<file path="config.mk">
export PLATFORM = sky130hd
export DESIGN_NAME = imem_loader
export DESIGN_NICKNAME = d
export VERILOG_FILES = /design/src/rtl/imem_loader_pkg.sv /design/src/rtl/word_packer.sv /design/src/rtl/imem_loader.sv
export SDC_FILE = /design/constraint.sdc
export NUM_CORES = 1
export LEC_CHECK = 0
export ABC_AREA = 1
export BUFFER_PORTS_ARGS = -buffer_cell sky130_fd_sc_hd__buf_4
export CORE_MARGIN = 4
export CORE_UTILIZATION = 40
export DETAILED_ROUTE_END_ITERATION = 8
export GPL_TIMING_DRIVEN = 0
export PLACE_DENSITY_LB_ADDON = 0.25
export SKIP_CTS_REPAIR_TIMING = 1
export SYNTH_ARGS = -nofsm -noshare
export SYNTH_HDL_FRONTEND = slang
export SYNTH_SLANG_ARGS = --single-unit
</file>
<file path="constraint.sdc">
create_clock -name clk -period 2 [get_ports clk]
set_input_delay 0.1 -clock clk [delete_from_list [all_inputs] [get_ports clk]]
set_output_delay 0.1 -clock clk [all_outputs]
set_load 0.05 [all_outputs]
</file>
<file path="src/rtl/imem_loader_pkg.sv">
// Shared types and constants for the boot-time instruction-memory loader.
package imem_loader_pkg;

    typedef enum logic [2:0] {
        LEN_LO,
        LEN_HI,
        DATA,
        WRITE,
        HOLD,
        RUN,
        ERR
    } state_t;

    localparam int BYTES_PER_WORD = 4;
    localparam int LEN_BYTES      = 2;

endpackage

</file>
<file path="src/rtl/word_packer.sv">
// Packs a byte stream into little-endian 32-bit words, one lane per accepted byte.
module word_packer
    import imem_loader_pkg::*;
(
    input  logic        clk,
    input  logic        rst,
    input  logic        clear,
    input  logic        byte_en,
    input  logic [7:0]  byte_in,
    output logic [31:0] word_out,
    output logic        word_full
);

    localparam int IW = $clog2(BYTES_PER_WORD);

    logic [BYTES_PER_WORD-1:0][7:0] lanes;
    logic [IW-1:0]                  idx;

    always_ff @(posedge clk or posedge rst) begin
        if (rst) begin
            lanes <= '0;
            idx   <= '0;
        end else if (clear) begin
            lanes <= '0;
            idx   <= '0;
        end else if (byte_en) begin
            for (int i = 0; i < BYTES_PER_WORD; i++)
                if (idx == IW'(i)) lanes[i] <= byte_in;
            idx <= idx + IW'(1);
        end
    end

    assign word_out = lanes;
    // Asserted on the accept that completes the word, so the FSM can enter WRITE next cycle.
    assign word_full = byte_en && (idx == IW'(BYTES_PER_WORD - 1));

endmodule

</file>
<file path="src/rtl/imem_loader.sv">
// Streams a length-prefixed program into instruction memory, then releases core reset.
module imem_loader
    import imem_loader_pkg::*;
#(
    parameter int ADDR_W        = 10,
    parameter int RELEASE_DELAY = 4
) (
    input  logic              clk,
    input  logic              rst,
    input  logic              s_valid,
    input  logic [7:0]        s_data,
    output logic              s_ready,
    input  logic              reload,
    output logic              mem_we,
    output logic [ADDR_W-1:0] mem_addr,
    output logic [31:0]       mem_wdata,
    output logic              core_rst_n,
    output logic              done,
    output logic              err
);

    localparam int TW = (RELEASE_DELAY > 1) ? $clog2(RELEASE_DELAY) : 1;

    state_t                   state, state_nx;
    logic [7:0]               len_lo;
    logic [LEN_BYTES*8-1:0]   len, len_in;
    logic [ADDR_W:0]          wcnt;
    logic [TW-1:0]            hold_cnt;
    logic                     acc, pk_en, pk_clear, pk_full;
    logic                     last_word, hold_done, oversize;
    logic [31:0]              pk_word;

    // Ready depends only on state; rst gating keeps it low while reset is held.
    assign s_ready   = (state inside {LEN_LO, LEN_HI, DATA}) && !rst;
    assign acc       = s_valid && s_ready;
    assign len_in    = {s_data, len_lo};
    assign oversize  = 32'(len_in) > (32'd1 << ADDR_W);
    assign last_word = (32'(wcnt) + 32'd1) == 32'(len);
    assign hold_done = hold_cnt == TW'(RELEASE_DELAY - 1);

    word_packer u_packer (
        .clk      (clk),
        .rst      (rst),
        .clear    (pk_clear),
        .byte_en  (pk_en),
        .byte_in  (s_data),
        .word_out (pk_word),
        .word_full(pk_full)
    );

    always_comb begin
        state_nx = state;
        pk_en    = 1'b0;
        pk_clear = 1'b0;
        unique case (state)
            LEN_LO: if (acc) state_nx = LEN_HI;
            LEN_HI: if (acc) begin
                pk_clear = 1'b1;
                if (len_in == '0)  state_nx = HOLD;
                else if (oversize) state_nx = ERR;
                else               state_nx = DATA;
            end
            DATA: if (acc) begin
                pk_en = 1'b1;
                if (pk_full) state_nx = WRITE;
            end
            WRITE: state_nx = last_word ? HOLD : DATA;
            HOLD:  if (hold_done) state_nx = RUN;
            RUN, ERR: if (reload) begin
                state_nx = LEN_LO;
                pk_clear = 1'b1;
            end
            default: state_nx = LEN_LO;
        endcase
    end

    always_ff @(posedge clk or posedge rst) begin
        if (rst) begin
            state    <= LEN_LO;
            len_lo   <= '0;
            len      <= '0;
            wcnt     <= '0;
            hold_cnt <= '0;
        end else begin
            state <= state_nx;
            if (state == LEN_LO && acc) len_lo <= s_data;
            if (state == LEN_HI && acc) begin
                len  <= len_in;
                wcnt <= '0;
            end
            if (state == WRITE && !last_word) wcnt <= wcnt + 1'b1;
            if ((state == RUN || state == ERR) && reload) wcnt <= '0;
            hold_cnt <= (state == HOLD) ? hold_cnt + TW'(1) : '0;
        end
    end

    // Word index never exceeds depth-1, so the low ADDR_W bits are the address.
    assign mem_we     = state == WRITE;
    assign mem_addr   = wcnt[ADDR_W-1:0];
    assign mem_wdata  = pk_word;
    assign core_rst_n = state == RUN;
    assign done       = state == RUN;
    assign err        = state == ERR;

endmodule

</file>
==> results.ini, run 1 <==
[final_layout]
fillCellCount = 948
syn_to_final_growth_pct = 29.91
layout.nets = 609
fin_cells = 729
final_design_area_no_fill_um2 = 5157
n_antenna_cell = 0
drive_gt1_frac = 0.3104

[grt]
grt_overflow_total = 0
grt_max_degree = 35
antenna_found_initial = 0
grt_pass1_wl_mm = 16.17
track_usage = 0.1777
grt_pass1_vias = 3348

[timing]
rsz0062_at_grt = yes
finalCritPeriodShare = 1.041
slew_violations = 0
hold-worst-slack_ps = 18.22
final-hold-violation-count = 0
setup_viol = 11
relSlewSlack = 0.6498
max_freq_mhz = 480.5
tightest_slew_ps = 524.7
period_needed_ps = 2081
fin_skew_ps = 5.183
layout_setup_ws_ps = -81.31

[run]
max_cap_viol_count = 0

[place]
placed_area_um2 = 4696
dp_hpwl_mm = 7.548
io_buffers = 58
gp_congestion = 0.8641
dp_cells = 696
dp_slack_ps = -193.8

[detailed_routing]
drc_errors = 0
drt_first_pass_iters = 5
detail_route.iter0.violations = 170
wl_per_cell_um = 14.02
vias = 3518
drt.antenna.violating_nets = 0
avgViaCountPerCell = 4.826
wl_mm = 10.22

[power_and_ir_drop]
total_power_mw = 7.336
ir_drop_v = 0.0009209
leakagePower_nw = 2.556
powerDensity_nw_per_um2 = 1422

[yosys]
synth_fp_nets = 521
syn_area_um2 = 3970
ys_seq_area_frac = 0.4664
synth.avg_cell_area_um2 = 7.893
yosys_warnings = 0
yosys.cell_types.count = 30
ys_ff_latch = 74
synthCells = 503

[floorplanning]
io_pins = 59
die_x_um = 107.6
dieArea_um2 = 11580
core-area_um2 = 9729
rows = 36
start_util = 0.4081
die-height_um = 107.6

[clock_network]
root_buffer = clkbuf_8
cts_tree = done
path_clk_slew_ps = 80
cts_max_level = 3
clock_latency_ps = 360
cts_inserted_buffers = 9
cts_num_sinks = 74
clk_path_buf_depth = 2

[hold_path]
hold_class = input port to flop

[outcome]
violations = setup timing
outcome = finished, violations left

[critical_path]
criticalPathCategory = flop to flop
endpoint_kind = flop
critPathMaxFanout = 5
worst_setup_path_start_kind = flop
cp.arrival_ps = 2320
cp.required_ps = 2240

[final cells by class]
class / instances / area (um^2) / share of cell area
multi-input cells: 348 / 1871 / 0.3627
flip-flops and latches: 74 / 1859 / 0.3605
repair buffers: 77 / 643.1 / 0.1247
inverters: 59 / 249.0 / 0.04828
plain buffers: 22 / 182.7 / 0.03542
well taps: 133 / 166.4 / 0.03227
clock buffers: 10 / 137.6 / 0.02669
clock inverters: 6 / 48.80 / 0.009461
[cells by family after synthesis]
logic type               synth area share
AND/OR/NAND/NOR                    0.3457
buffers and inverters             0.09739
flip-flops                         0.4664
AO/OA/AOI/OAI                     0.07154
adder cells (fa/ha/maj)           0.01891
[metrics by stage]
step | utilization | TNS (ps)
after global routing | 0.5301 | -1775
after CTS | 0.5018 | -2223
after floorplan | - | -21440
after detailed placement | 0.4826 | -1772
after global placement | 0.4785 | -70330
final | 0.5301 | -455.7
[path summary, 6_finish.rpt]
path	endpoint	depth (start not counted)	startpoint	slack [ps]
worst min register to register	hold_cnt[0]	1	hold_cnt[0]	430
worst max register to register	wcnt[0]	14	wcnt[0]	-80
worst min-delay path	len[8]	3	s_data[0]	20
max in group asynchronous	wcnt[7]	4	rst	720
worst max-delay path	wcnt[0]	14	wcnt[0]	-80
min in group asynchronous	hold_cnt[1]	4	rst	440
[power breakdown]
part           switching, mW  internal [mW]  total, mW
clock                  0.606          0.494       1.10
combinational           2.53           1.25       3.78
sequential             0.408           2.05       2.45
total                   3.54           3.79       7.34
[Yosys cell counts, drive strengths merged]
master / count / share of area
ha: 6 / 0.019
clkbuf: 3 / 0.0028
nor3: 3 / 0.0063
buf: 19 / 0.039
nor2: 35 / 0.048
nand4: 13 / 0.024
dfrtp: 74 / 0.47
nand2: 186 / 0.19
a21boi: 2 / 0.0038
nand3b: 1 / 0.0019
o21ai: 49 / 0.063
o22ai: 1 / 0.0016
nor4: 1 / 0.0016
inv: 59 / 0.056
a21oi: 2 / 0.0035
nand3: 49 / 0.072
[flip-flops by register name, summed over array words and instances, names as in the netlist]
name / cells
wcnt: 11
state: 3
u_packer.idx: 2
hold_cnt: 2
len: 16
len_lo: 8
u_packer.word_out: 32
[cells in the final DEF (no fill, tap or decap), types with 6 or more instances in the layout]
master,instances
nand2_1,161
inv_2,7
nor2_4,7
nand2_2,18
clkbuf_8,10
o21ai_0,29
dfrtp_2,6
nand4_1,12
nor2_1,23
nand3_1,34
nand3_2,13
dfrtp_1,68
inv_1,45
dlygate4sd3_1,9
buf_4,78
o21ai_1,18
[critical path, stage by stage (launching register included)]
cell and delay, ps:
dfrtp_2 430, ha_4 180, nand3_4 100, nor2_4 200
nand2_2 80, nand2_1 90, nand3b_1 100, nand2_2 110
nor2_4 50, nand4_4 90, nand2_4 80, buf_4 180
clkbuf_16 150, nand3_1 70, nand2_1 60
[per-layer routing]
metal,track usage,part of all wire,vias to the layer above
met5,0,0,-
met4,0.05500,0.019,0
met3,0.04139,0.040,21
met2,0.3055,0.51,86
met1,0.2211,0.43,1647
li1,-,-,1764
No activity file was read; power rests on OpenSTA's default activity.
==> inputs of run 2 (changes only) <==
--- a/config.mk
+++ b/config.mk
@@ -12,7 +12,6 @@
 export DETAILED_ROUTE_END_ITERATION = 8
 export GPL_TIMING_DRIVEN = 0
 export PLACE_DENSITY_LB_ADDON = 0.25
-export SKIP_CTS_REPAIR_TIMING = 1
 export SYNTH_ARGS = -nofsm -noshare
 export SYNTH_HDL_FRONTEND = slang
 export SYNTH_SLANG_ARGS = --single-unit
==> constraint.sdc (replaced) <==
create_clock -name clk -period 1.8 [get_ports clk]
set_input_delay 0.09 -clock clk [delete_from_list [all_inputs] [get_ports clk]]
set_output_delay 0.09 -clock clk [all_outputs]
set_load 0.05 [all_outputs]
==> run 2 against run 1 <==
Net effect: the run still ends with setup timing left; design area grew 6.0%; count of clock-buffer cells in the layout is the same; combinational power grew 21%; clock skew grew 3.0 ps; final cell count grew 2.7%; hold slack gained 44 ps; setup slack lost 120 ps; flip-flop and latch count is the same; first-iteration DRC count grew 22%; critical path type unchanged; critical endpoint is now wcnt[3]; largest cell class unchanged; largest power group unchanged.
==> results.ini, run 2 (synthesis gave the netlist of run 1 again) <==
[outcome]
outcome = finished, violations left
violations = setup timing

[floorplanning]
core-area_um2 = 9729
die-height_um = 107.6
dieArea_um2 = 11580
io_pins = 59
start_util = 0.4081
die_x_um = 107.6
rows = 36

[detailed_routing]
wl_per_cell_um = 14.28
wl_mm = 10.70
drt.antenna.violating_nets = 0
drt_first_pass_iters = 4
detail_route.iter0.violations = 207
vias = 3627
avgViaCountPerCell = 4.842
drc_errors = 0

[power_and_ir_drop]
power_frac_comb = 0.535
intPower_mw = 4.432
pwr-share-clk = 0.145
leakagePower_nw = 2.696
p_sw_mw = 4.110
ir_drop_v = 0.001029
swShare = 0.4812
powerDensity_nw_per_um2 = 1562
pwr-share-seq = 0.320

[final_layout]
n_antenna_cell = 0
drive_gt1_frac = 0.3701
fin_cells = 749
multi_input_area_um2 = 1994
fin_util = 0.5620
layout.nets = 629
syn_to_final_growth_pct = 37.72
final_common_cell = nand2_1
largest_register_ffs = 32
final-seq-area_um2 = 1864
fillCellCount = 915
final_cell_mix = nand2_1 (151), buf_4 (95), dfrtp_1 (64)

[clock_network]
cts_max_level = 3
cts_num_sinks = 74
path_clk_slew_ps = 90
cts_tree = done
cts_inserted_buffers = 9
clock_latency_ps = 360
clk_path_buf_depth = 2
root_buffer = clkbuf_8

[critical_path]
critical-path-slowest-cell = dfrtp_2
cp.required_ps = 2050
endpoint_kind = flop
crit_chain = buf_4, nand3_2, nor2_4, nand2_1, nand3_2, nand2_2, nand2_2, nor2_4, nand4_4, nand2_4, buf_4, clkbuf_16, nand3_2, nand2_1
crit_top_cell = nand3_2
cp.arrival_ps = 2250
cp_num_buf_inv = 3
critPathMaxFanout = 5
cpPeakStageDelay_ps = 420
criticalPathCategory = flop to flop
crit_family = simple AND/OR/NAND/NOR gates
worst_setup_path_start_kind = flop

[timing]
finalCritPeriodShare = 1.110
slew_violations = 0
rsz0062_at_grt = yes
period_needed_ps = 1998
tightest_slew_ps = 510.2
final-hold-violation-count = 0
relSlewSlack = 0.6587
max_freq_mhz = 500.5
setup_viol = 12
fin_skew_ps = 8.193
layout_setup_ws_ps = -198.0

[grt]
grt_overflow_total = 0
track_usage = 0.1871
grt_max_degree = 35
grt_pass1_wl_mm = 17.05
grt_pass1_vias = 3535
antenna_found_initial = 0

[hold_path]
hold_class = input port to flop

[place]
gp_congestion = 0.8641
io_buffers = 58
dp_cells = 696
dp_hpwl_mm = 7.548

[run]
max_cap_viol_count = 0

## run 2: cell count changes in the layout (fill, tap and decap cells not counted), moves of 2 or more
cell	before	now
dfrtp_1	68	64
inv_2	7	5
nor2_1	23	18
nand2_1	161	151
nor2_4	7	9
buf_4	78	95
nand3_1	34	30
dfrtp_2	6	10
nand3_2	13	17
buf_6	4	6
nor2_2	5	8
nand2_2	18	25
nand2_8	2	6
## run 2: timing repair
item / 4_1_cts / 5_1_grt
hold buffers: 10 / 0
pin swaps: 16 / 10
cloned: 0 / 1
gates resized for setup: 30 / 46
setup buffers: 11 / 15
endpoints found under the setup margin: 45 / 49
hold endpoints to repair: 33 / 0
## run 2: area by class of cell
type	instances	share of cell area
sequential	74	0.3410
multi-input combinational	348	0.3648
buffer	22	0.03593
tap	133	0.03043
inverter	59	0.04691
clock inverter	6	0.008924
clock buffer	10	0.02517
timing repair buffer	97	0.1469
## run 2: power groups by stage
| stage | Clock (mW) | Combinational, mW | Sequential (mW) |
|---|---|---|---|
| global route | 1.34 | 4.97 | 2.80 |
| detailed placement | 0 | 4.03 | 2.74 |
| finish | 1.24 | 4.57 | 2.73 |
| CTS | 1.26 | 4.31 | 2.72 |
| global placement | 0 | 3.94 | 2.73 |
| floorplan | 0 | 2.17 | 3.49 |
## run 2: routing by layer
| layer | vias to the layer above | track usage | part of all wire | wire, um |
|---|---|---|---|---|
| li1 | 1805 | - | - | - |
| met3 | 17 | 0.03779 | 0.032 | 340 |
| met4 | 0 | 0.05771 | 0.016 | 174 |
| met5 | - | 0 | 0 | 0 |
| met2 | 67 | 0.3255 | 0.52 | 5543 |
| met1 | 1738 | 0.2331 | 0.43 | 4636 |
## run 2: path summary, 6_finish.rpt
| path | startpoint | endpoint | slack (ps) | depth (start not counted) |
|---|---|---|---|---|
| max in group asynchronous | rst | u_packer.word_out[15] | 280 | 5 |
| hold reg to reg | hold_cnt[0] | hold_cnt[0] | 430 | 1 |
| setup / recovery | wcnt[0] | wcnt[3] | -200 | 14 |
| setup reg to reg | wcnt[0] | wcnt[3] | -200 | 14 |
| hold / removal | reload | state[2] | 60 | 4 |
| min in group asynchronous | rst | state[1] | 390 | 4 |
## run 2: stage by stage
stage	power [mW]	area (um^2)	setup slack (ps)	hold slack, ps	setup TNS (ps)
final	8.542	5468	-198.0	62.52	-2022
after CTS	8.301	5184	-165.8	50.58	-1452
after detailed placement	6.777	4696	-393.8	87.47	-5912
after global routing	9.111	5468	-305.1	68.34	-3712
after floorplan	5.662	4054	-629.5	199.6	-35120
after global placement	6.671	4656	-1332	331.7	-84190
## run 2: worst reg2reg max path, cell delays in order, from the launching register on
cell	delay, ps
dfrtp_2	420
buf_4	150
nand3_2	110
nor2_4	160
nand2_1	150
nand3_2	120
nand2_2	70
nand2_2	90
nor2_4	40
nand4_4	100
nand2_4	80
buf_4	150
clkbuf_16	150
nand3_2	60
nand2_1	60
==> inputs of run 3 (changes only) <==
--- a/config.mk
+++ b/config.mk
@@ -12,6 +12,7 @@
 export DETAILED_ROUTE_END_ITERATION = 8
 export GPL_TIMING_DRIVEN = 0
 export PLACE_DENSITY_LB_ADDON = 0.25
+export SETUP_SLACK_MARGIN = 0.1
 export SYNTH_ARGS = -nofsm -noshare
 export SYNTH_HDL_FRONTEND = slang
 export SYNTH_SLANG_ARGS = --single-unit
==> run 3 against run 2 <==
Net effect: the flow still finishes with violations (setup timing); largest power group unchanged; sequential power hardly changed; count of clock-buffer cells in the layout stayed put; critical path type unchanged; largest cell class unchanged; core utilization grew 0.96 points.
==> results.ini, run 3 (synthesis gave the netlist of run 1 again) <==
[critical_path]
cp.arrival_ps = 2280
cp_num_buf_inv = 3
reg2reg_depth = 15
r2r-start = wcnt[1]
rrSetupSlack_ps = -190
critPathMaxFanout = 6
endpoint_kind = flop
cpPeakStageDelay_ps = 410
crit_chain = buf_6, nand2_4, nor2_4, nand2_2, nand2_2, nand3_2, nand2_2, nand2_2, nor2_4, nand4_4, nand2_4, buf_4, clkbuf_16, nand3_2, nand2_1
worst_setup_path_start_kind = flop
r2r-end = wcnt[3]
criticalPathCategory = flop to flop
critical-path-slowest-cell = dfrtp_2
cp.required_ps = 2090
crit_top_cell = nand2_2
crit_family = simple AND/OR/NAND/NOR gates

[place]
io_buffers = 58
gp_congestion = 0.8641
dp_hpwl_mm = 7.548
dp_slack_ps = -393.8

[timing]
rsz0062_at_grt = yes
setup_viol = 13
fin_skew_ps = 8.430
slew_violations = 0
relSlewSlack = 0.6688
finalCritPeriodShare = 1.108
tightest_slew_ps = 495.2
period_needed_ps = 1994
hold-worst-slack_ps = 13.52
final-hold-violation-count = 0
layout_setup_ws_ps = -193.7
max_freq_mhz = 501.6

[detailed_routing]
wl_mm = 10.80
drt.antenna.violating_nets = 0
drc_errors = 0
detail_route.iter0.violations = 234
wl_per_cell_um = 14.36
avgViaCountPerCell = 4.886
drt_first_pass_iters = 4
vias = 3674

[floorplanning]
io_pins = 59
die_x_um = 107.6
core-area_um2 = 9729
die-height_um = 107.6
start_util = 0.4081
rows = 36
dieArea_um2 = 11580

[outcome]
violations = setup timing
outcome = finished, violations left

[power_and_ir_drop]
leakagePower_nw = 2.776
powerDensity_nw_per_um2 = 1565
total_power_mw = 8.706
ir_drop_v = 0.001038

[clock_network]
cts_max_level = 3
cts_inserted_buffers = 9
clock_latency_ps = 360
cts_num_sinks = 74
path_clk_slew_ps = 80
clk_path_buf_depth = 2
cts_tree = done
root_buffer = clkbuf_8

[grt]
grt_overflow_total = 0
grt_max_degree = 35
grt_pass1_wl_mm = 17.26
antenna_found_initial = 0
grt_pass1_vias = 3595
track_usage = 0.1896

[final_layout]
drive_gt1_frac = 0.3845
fin_util = 0.5716
layout.nets = 632
final_common_cell = nand2_1
n_antenna_cell = 0
fillCellCount = 908
syn_to_final_growth_pct = 40.09
largest_register_ffs = 32
final_cell_mix = nand2_1 (152), buf_4 (98), dfrtp_1 (64)

[hold_path]
hold_class = input port to flop
hold_depth = 3
min_to = len_lo[6]
min-delay-start = s_data[6]

[run]
max_cap_viol_count = 0

[run 3: timing repair]
item                                    CTS  global route
buffers inserted                         22             8
pin swaps                                18            10
gates cloned                              1             1
endpoints found under the setup margin   57            61
hold buffers                              8             0
endpoints found under the hold margin    30             0
resized for setup                        47            49
[run 3: how the worst max path moves through the flow]
stage                     depth (start not counted)                    end    start
after global placement                           13                wcnt[0]      rst
final                                            15                wcnt[3]  wcnt[1]
after CTS                                        14                wcnt[4]  wcnt[1]
after global routing                             14                wcnt[1]  wcnt[1]
after detailed placement                         12                wcnt[1]  wcnt[0]
after floorplan                                  14  u_packer.word_out[22]      rst
[run 3: per-layer routing]
| metal | vias to the layer above | track usage | part of all wire |
|---|---|---|---|
| li1 | 1813 | - | - |
| met1 | 1747 | 0.2333 | 0.42 |
| met2 | 94 | 0.3304 | 0.52 |
| met3 | 20 | 0.03839 | 0.042 |
| met4 | 0 | 0.06402 | 0.021 |
| met5 | - | 0 | 0 |
[run 3: metrics by stage]
stage,cells,instance area (um^2),setup TNS [ps]
floorplan,503,4054,-35120
global placement,694,4656,-84190
detailed placement,696,4696,-5912
CTS,743,5331,-1427
global route,752,5562,-3573
finish,752,5562,-2007
[run 3: worst register-to-register path, delay by kind of cell, from the launching register on]
| family | cells | cell delay (ps) |
|---|---|---|
| and+or+nand+nor | 12 | 1150 |
| buffers and inverters | 3 | 380 |
| DFF | 1 | 410 |
[run 3: power by group]
group	internal (mW)	total, mW	switching (mW)	leakage [nW]
Sequential	2.28	2.73	0.452	0.943
Clock	0.550	1.24	0.688	0.0855
Combinational	1.70	4.74	3.03	1.75
Total	4.53	8.71	4.17	2.78
[run 3: final cells by class]
type                       instances  area (um^2)  share of cell area
clock inverter                     6        48.80            0.008774
inverter                          59        259.0             0.04657
timing repair buffer             100        858.3              0.1543
tap                              133        166.4             0.02992
clock buffer                      10        137.6             0.02475
multi-input combinational        348         2029              0.3649
buffer                            22        197.7             0.03555
sequential                        74         1864              0.3352
